[config.mk]
export PLATFORM = sky130hd
export DESIGN_NAME = pipe_stage_skid
export DESIGN_NICKNAME = d
export VERILOG_FILES = /design/src/rtl/pipe_pkg.sv /design/src/rtl/sat_counter.sv /design/src/rtl/pipe_stage_skid.sv
export SDC_FILE = /design/constraint.sdc
export NUM_CORES = 1
export LEC_CHECK = 0
export BUFFER_PORTS_ARGS = -buffer_cell sky130_fd_sc_hd__buf_2
export CAP_MARGIN = 20
export CORE_ASPECT_RATIO = 1.5
export CORE_UTILIZATION = 46
export CTS_BUF_LIST = sky130_fd_sc_hd__clkbuf_4 sky130_fd_sc_hd__clkbuf_8
export DETAILED_ROUTE_END_ITERATION = 8
export HOLD_SLACK_MARGIN = 0.08
export PLACE_DENSITY = 0.68
export SLEW_MARGIN = 20
export SYNTH_ARGS = -nofsm -noshare
export SYNTH_HDL_FRONTEND = slang
export SYNTH_SLANG_ARGS = --single-unit
[constraint.sdc]
create_clock -name clk_i -period 6.03 [get_ports clk_i]
set_clock_uncertainty 0.2 [all_clocks]
set_input_delay 0.9045 -clock clk_i [delete_from_list [all_inputs] [get_ports clk_i]]
set_output_delay 0.9045 -clock clk_i [all_outputs]
set_load 0.02 [all_outputs]
[src/rtl/pipe_pkg.sv]
// pipe_pkg: shared state type, width constants and per-boundary payload structs
package pipe_pkg;
  localparam int XLEN = 32;
  localparam int REG_ADDR_W = 5;
  typedef enum logic [1:0] {EMPTY = 2'd0, ONE = 2'd1, FULL = 2'd2} pipe_state_t;
  typedef struct packed {
    logic [XLEN-1:0] pc;
    logic [31:0]     instr;
  } if_id_t;
  typedef struct packed {
    logic [XLEN-1:0]       pc;
    logic [XLEN-1:0]       rs1_val;
    logic [XLEN-1:0]       rs2_val;
    logic [XLEN-1:0]       imm;
    logic [REG_ADDR_W-1:0] rd;
    logic [3:0]            alu_op;
    logic                  mem_rd;
    logic                  mem_wr;
    logic                  reg_wr;
  } id_ex_t;
  typedef struct packed {
    logic [XLEN-1:0]       alu_res;
    logic [XLEN-1:0]       store_val;
    logic [REG_ADDR_W-1:0] rd;
    logic                  mem_rd;
    logic                  mem_wr;
    logic                  reg_wr;
  } ex_mem_t;
  typedef struct packed {
    logic [XLEN-1:0]       wb_val;
    logic [REG_ADDR_W-1:0] rd;
    logic                  reg_wr;
  } mem_wb_t;
endpackage

[src/rtl/sat_counter.sv]
// sat_counter: saturating up-counter with synchronous clear priority
module sat_counter #(
  parameter int W = 16
) (
  input  logic         clk_i,
  input  logic         rst_i,
  input  logic         inc_i,
  input  logic         clr_i,
  output logic [W-1:0] cnt_o
);
  logic [W-1:0] cnt_q, cnt_d;
  // clear wins; otherwise count up and stick at all-ones
  always_comb begin
    cnt_d = clr_i ? '0 : (inc_i && cnt_q != '1) ? cnt_q + W'(1) : cnt_q;
  end
  // count register
  always_ff @(posedge clk_i or posedge rst_i) begin
    if (rst_i) cnt_q <= '0;
    else cnt_q <= cnt_d;
  end
  assign cnt_o = cnt_q;
endmodule

[src/rtl/pipe_stage_skid.sv]
// pipe_stage_skid: valid/ready pipeline register with 2-entry skid, flush and stall counter
module pipe_stage_skid
  import pipe_pkg::*;
#(
  parameter int DATA_W = 32,
  parameter int CNT_W = 16,
  parameter bit CLEAR_ON_FLUSH = 1'b0
) (
  input  logic              clk_i,
  input  logic              rst_i,
  input  logic              flush_i,
  input  logic              valid_i,
  output logic              ready_o,
  input  logic [DATA_W-1:0] data_i,
  output logic              valid_o,
  input  logic              ready_i,
  output logic [DATA_W-1:0] data_o,
  output logic [CNT_W-1:0]  stall_cnt_o,
  input  logic              stall_cnt_clr_i
);
  pipe_state_t       state_q, state_d;
  logic [DATA_W-1:0] main_data_q, main_data_d;
  logic [DATA_W-1:0] skid_data_q, skid_data_d;
  logic              accept, drain;
  assign valid_o = state_q != EMPTY;
  assign ready_o = state_q != FULL;
  assign data_o  = main_data_q;
  assign accept  = valid_i & ready_o;
  assign drain   = valid_o & ready_i;
  // next state and data moves; flush overrides any accept or drain
  always_comb begin
    state_d     = state_q;
    main_data_d = main_data_q;
    skid_data_d = skid_data_q;
    if (flush_i) begin
      state_d = EMPTY;
      if (CLEAR_ON_FLUSH) begin
        main_data_d = '0;
        skid_data_d = '0;
      end
    end else begin
      case (state_q)
        EMPTY: if (accept) begin
          main_data_d = data_i;
          state_d     = ONE;
        end
        ONE: if (accept && drain) begin
          main_data_d = data_i;
        end else if (accept) begin
          skid_data_d = data_i;
          state_d     = FULL;
        end else if (drain) begin
          state_d = EMPTY;
        end
        FULL: if (drain) begin
          main_data_d = skid_data_q;
          state_d     = ONE;
        end
        default: state_d = EMPTY;
      endcase
    end
  end
  // state and data registers, all cleared by reset so data_o is never X
  always_ff @(posedge clk_i or posedge rst_i) begin
    if (rst_i) begin
      state_q     <= EMPTY;
      main_data_q <= '0;
      skid_data_q <= '0;
    end else begin
      state_q     <= state_d;
      main_data_q <= main_data_d;
      skid_data_q <= skid_data_d;
    end
  end
  sat_counter #(.W(CNT_W)) u_stall_cnt (
    .clk_i (clk_i),
    .rst_i (rst_i),
    .inc_i (valid_o & ~ready_i),
    .clr_i (stall_cnt_clr_i),
    .cnt_o (stall_cnt_o)
  );
endmodule

# Word-level counts from Yosys, hierarchy flattened
# Cells that the tools add are included.
[word_totals]
ff_bits = 82
latchBits = 0
mem_bits_rw = 0
mem_bits_ro = 0
inputBits = 38
n_memories = 0
[classes]
n_addsub = 1
multipliers = 0
n_div = 0
magnitude_cmp = 0
eq_ne = 11
shift = 0
muxes = 13
n_bitwise = 6
n_reduce_logical = 9
[ops]
columns = ["op", "count"]
rows = [
  ["32-bit 2-to-1 mux", 3],
  ["32-bit one-hot mux with 3 select lines", 1],
  ["16-bit 2-to-1 mux", 2],
  ["16-bit by 1-bit adder with 16-bit output (second input constant)", 1],
  ["16-bit inequality test (second input constant)", 1],
  ["2-bit 2-to-1 mux", 6],
  ["3-bit inequality test (second input constant)", 3],
  ["2-bit inequality test (second input constant)", 4],
  ["4-bit AND reduction", 2],
  ["2-bit one-hot mux with 3 select lines", 1],
  ["5-bit AND reduction", 1],
  ["4-bit inequality test (second input constant)", 1],
  ["2-bit nonzero test", 2],
  ["1-bit bitwise AND", 3],
  ["1-bit NOT", 3],
  ["3-bit nonzero test", 1],
  ["2-bit by 1-bit equality test with 1-bit output (second input constant)", 1],
  ["2-bit equality test (second input constant)", 1],
  ["1-bit logical AND", 2],
  ["2-bit logical NOT", 1],
]

# Depth between registers and ports, before layout
[depth]
depth_word = 7
mapped_depth = 6
depth_no_buf = 5

# Modules after synthesis
# Synthesis repeated with hierarchy kept, for this count alone.
[hier_totals]
cells_unflattened = 288
hier_area_um2 = 3977.6
[by_module_without_submodules]
columns = ["mod", "instances", "cells_each", "area_per_inst_um2", "seq_area_each_um2"]
rows = [
  ["pipe_stage_skid", 1, 189, 3034.2, 1651.6],
  ["sat_counter", 1, 99, 943.4, 400.4],
]

# Worst setup path after synthesis
# Ideal clock, no wire load.
[synth_path]
kind = "input-to-reg"
start = "input flush_i"
end = "register skid_data_q[0]"
setup_ns = 0.127
arrival_time_ns = 2.131
t_required_ns = 5.703
slack_ns = 3.572
stages = 4
n_path_buf = 2
path_cell_list = "or4_1 -> clkbuf_1 -> clkbuf_1 -> mux2_1"
[synth_via]
elab_chain_len = 2
[synth_lines]
columns = ["item", "line_no", "rtl"]
rows = [
  ["start: declaration", "pipe_stage_skid.sv:11", "input logic flush_i,"],
  ["1-bit NOT (no line)", "n/a", ""],
  ["4-bit AND reduction (no line)", "n/a", ""],
  ["end signal: assignment", "pipe_stage_skid.sv:72", "skid_data_q <= skid_data_d;"],
  ["end: declaration", "pipe_stage_skid.sv:23", "logic [DATA_W-1:0] skid_data_q, skid_data_d;"],
]
# No other way between the ends.
# A chain may end at the register's enable or synchronous reset.

# Final worst setup path
[layout_path]
start = "register state_q[0]"
end = "output ready_o"
[layout_via]
elab_chain_len = 1
[layout_lines]
columns = ["item", "line_no", "rtl"]
rows = [
  ["start: declaration", "pipe_stage_skid.sv:21", "pipe_state_t state_q, state_d;"],
  ["start signal: assignment", "pipe_stage_skid.sv:70", "state_q <= state_d;"],
  ["2-bit inequality test", "pipe_stage_skid.sv:26", "assign ready_o = state_q != FULL;"],
  ["end: declaration", "pipe_stage_skid.sv:13", "output logic ready_o,"],
]
# No other way between the ends.

==> flow_summary.ini <==
[run_status]
status = finished, final reports clean

[job]
max_cap_violations = 0

[final_layout]
area_delta_synth_final_pct = 18.45
drive_gt1_share_pct = 56.42
fin_cells = 479
antenna_cells = 0
fin_util_pct = 56.38
fin_nets = 409

[worst_setup_path]
cp-start-kind = flip-flop
critPathArrivalTime_ns = 1.82
critPathMaxFanout = 34
cp-end-kind = output pin
path_cells = nand2b_2 -> buf_2
critPathMaxStageDelay_ns = 0.75
critPathKind = reg -> out
crit_buf_inv = 1
cp_slowest_cell = nand2b_2
crit_family = simple AND/OR/NAND/NOR gates
cp_data_required_time_ns = 4.93

[clock_tree]
cts_root_buf = clkbuf_8
cts_hold_buf = 0
clk_pin_slew_ns = 0.07
cts_tree = yes
cts_buffer_depth = 2
cts_resized = 0
cts_setup_buffers = 0
h-tree-depth = 3
clock_sinks = 82
insertion_delay_ns = 0.34
cts_made_buffers = 9

[drt]
vias = 2592
highest_layer = met4
avgRoutedWirePerCell_um = 15.44
drtIter0Drc = 86
drc = 0
route.met2.wl_um = 3633
antenna_left = 0
wl_met3_um = 386
m1WireLength_um = 3248
via_per_inst = 5.411
firstDrtPassIters = 4
drt_wl_total_um = 7397

[floorplanning]
rows = 40
core_area_um2 = 8008
ioPinCount = 88
initial_core_util_pct = 47.59
die_h_um = 113.5
die_x_um = 76.32
die_area_um2 = 8661

[sta]
setup_slack_ns = 3.103
tightest_slew_ns = 1.003
period_share_pct = 48.54
max_freq_ghz = 0.3416
hold_violations = 0
rsz0062_at_grt = false
slew_violations = 0
relSlewSlack_pct = 32.93
finalSetupViolations = 0
period_minus_slack_ns = 2.927
hold-worst-slack_ns = 0.2906
setup_tns_ns = 0

[pwr]
vdd_ir_drop_max_mv = 0.1767
power.density_nw_per_um2 = 297.1
p_leak_nw = 2.082

[placement]
dp_hpwl_um = 4938
dp_cells = 464
place.gp.congestion = 0.8342
place_ws_ns = 3.151
port-buffer-count = 87

[synthesis]
synth_top_family_by_area = multiplexers
yosysMostFrequentCell = mux2_2
ys.flop_type = dfrtp_1
synth_xor_area_share_pct = 0
syn_area_um2 = 3811
ys_seq_area_share_pct = 53.84
yosysWarnings = 0
synthAdderAreaFrac_pct = 0.3283
synthArstFlopShare_pct = 100.0
syn_area_per_cell_um2 = 13.33
synth-seq-cells = 82
yosys.area_share.simple_pct = 8.930
muxShareOfSynthArea_pct = 30.07
syn_inst = 286
synth_compound_gate_area_share_pct = 4.563
synthTopCellsByCount = mux2_2 (95), dfrtp_1 (82), clkbuf_1 (11)
yosys-top-cells-area = dfrtp_1 (54%), mux2_2 (28%), mux2_1 (1.5%)
syn_nets = 325
synth-edff-count = 0
synth_cell_type_count = 36
synth_top_area_share_pct = 53.84
synth.largest_area_cell = dfrtp_1

[global_routing]
antenna_found_initial = 0
overflow = 0
grt_pass1_vias = 2637
grt_max_degree = 83
grt.total_usage_pct = 18.27
grt_pass1_wl_um = 12340

[hold_path]
hold_class = reg -> reg
layout by cell type (no fill, tap or decap), types with 2 or more instances in the layout:
cell,instances
nand3_1,5
nor4_1,4
nand2_1,5
nor2b_1,5
inv_1,3
a211oi_1,2
mux2i_1,2
mux2_2,95
nor3_1,2
buf_2,87
mux2_1,5
o31ai_1,7
a21oi_1,10
nand4_1,5
o21ai_0,3
dfrtp_1,82
clkbuf_8,11
or4_1,7
clkinv_2,4
nor2_1,10
nand2b_1,2
layer usage:
metal  vias up  track usage [%]
met5         -                0
met2        65            31.29
met1      1303            21.76
li1       1215                -
met3         9            3.520
met4         0            9.615
power by group:
| part | switching (mW) | internal (mW) |
|---|---|---|
| Sequential | 0.0491 | 0.657 |
| Combinational | 0.139 | 0.139 |
| Clock | 0.184 | 0.173 |
| Total | 0.372 | 0.969 |
area by class of cell:
cell class | instances | area [um2]
well taps | 105 | 131.4
repair buffers | 89 | 454.2
clock buffers | 12 | 158.9
multi-input cells | 184 | 1687
fillers | 710 | 3493
inverters | 4 | 16.27
flip-flops and latches | 82 | 2052
clock inverters | 3 | 15.01
state kept, by name, summed over array words and instances, names as in the netlist:
name               count
u_stall_cnt.cnt_o     16
skid_data_q           32
state_q                2
data_o                32
final timing paths:
kind / start / to / slack, ns / cells past startpoint
worst max-delay path: state_q[0]$_DFFE_PP0P_ / ready_o / 3.10 / 2
worst min-delay path: skid_data_q[2]$_DFFE_PP0P_ / skid_data_q[2]$_DFFE_PP0P_ / 0.29 / 1
worst max register to register: u_stall_cnt.cnt_o[0]$_DFFE_PP0P_ / u_stall_cnt.cnt_o[0]$_DFFE_PP0P_ / 3.49 / 5
worst min register to register: skid_data_q[2]$_DFFE_PP0P_ / skid_data_q[2]$_DFFE_PP0P_ / 0.29 / 1
max in group asynchronous: rst_i / skid_data_q[2]$_DFFE_PP0P_ / 4.59 / 3
min in group asynchronous: rst_i / data_o[9]$_DFFE_PP0P_ / 0.53 / 3
logic make-up (layout without fill, tap and decap cells):
logic type               Yosys count  count (layout)
multiplexers                     102             102
AND/OR/NAND/NOR                   55              55
flip-flops                        82              82
AO/OA/AOI/OAI                     26              26
buffers and inverters             20             108
adder cells (fa/ha/maj)            1               1
stage by stage:
step	total power, mW	cell area [um2]
2_1_floorplan	0.9044	3811
3_3_place_gp	0.9891	4337
3_5_place_dp	1.002	4337
4_1_cts	1.362	4511
5_1_grt	1.410	4514
6_report	1.341	4514
No activity file was read; power rests on OpenSTA's default activity.
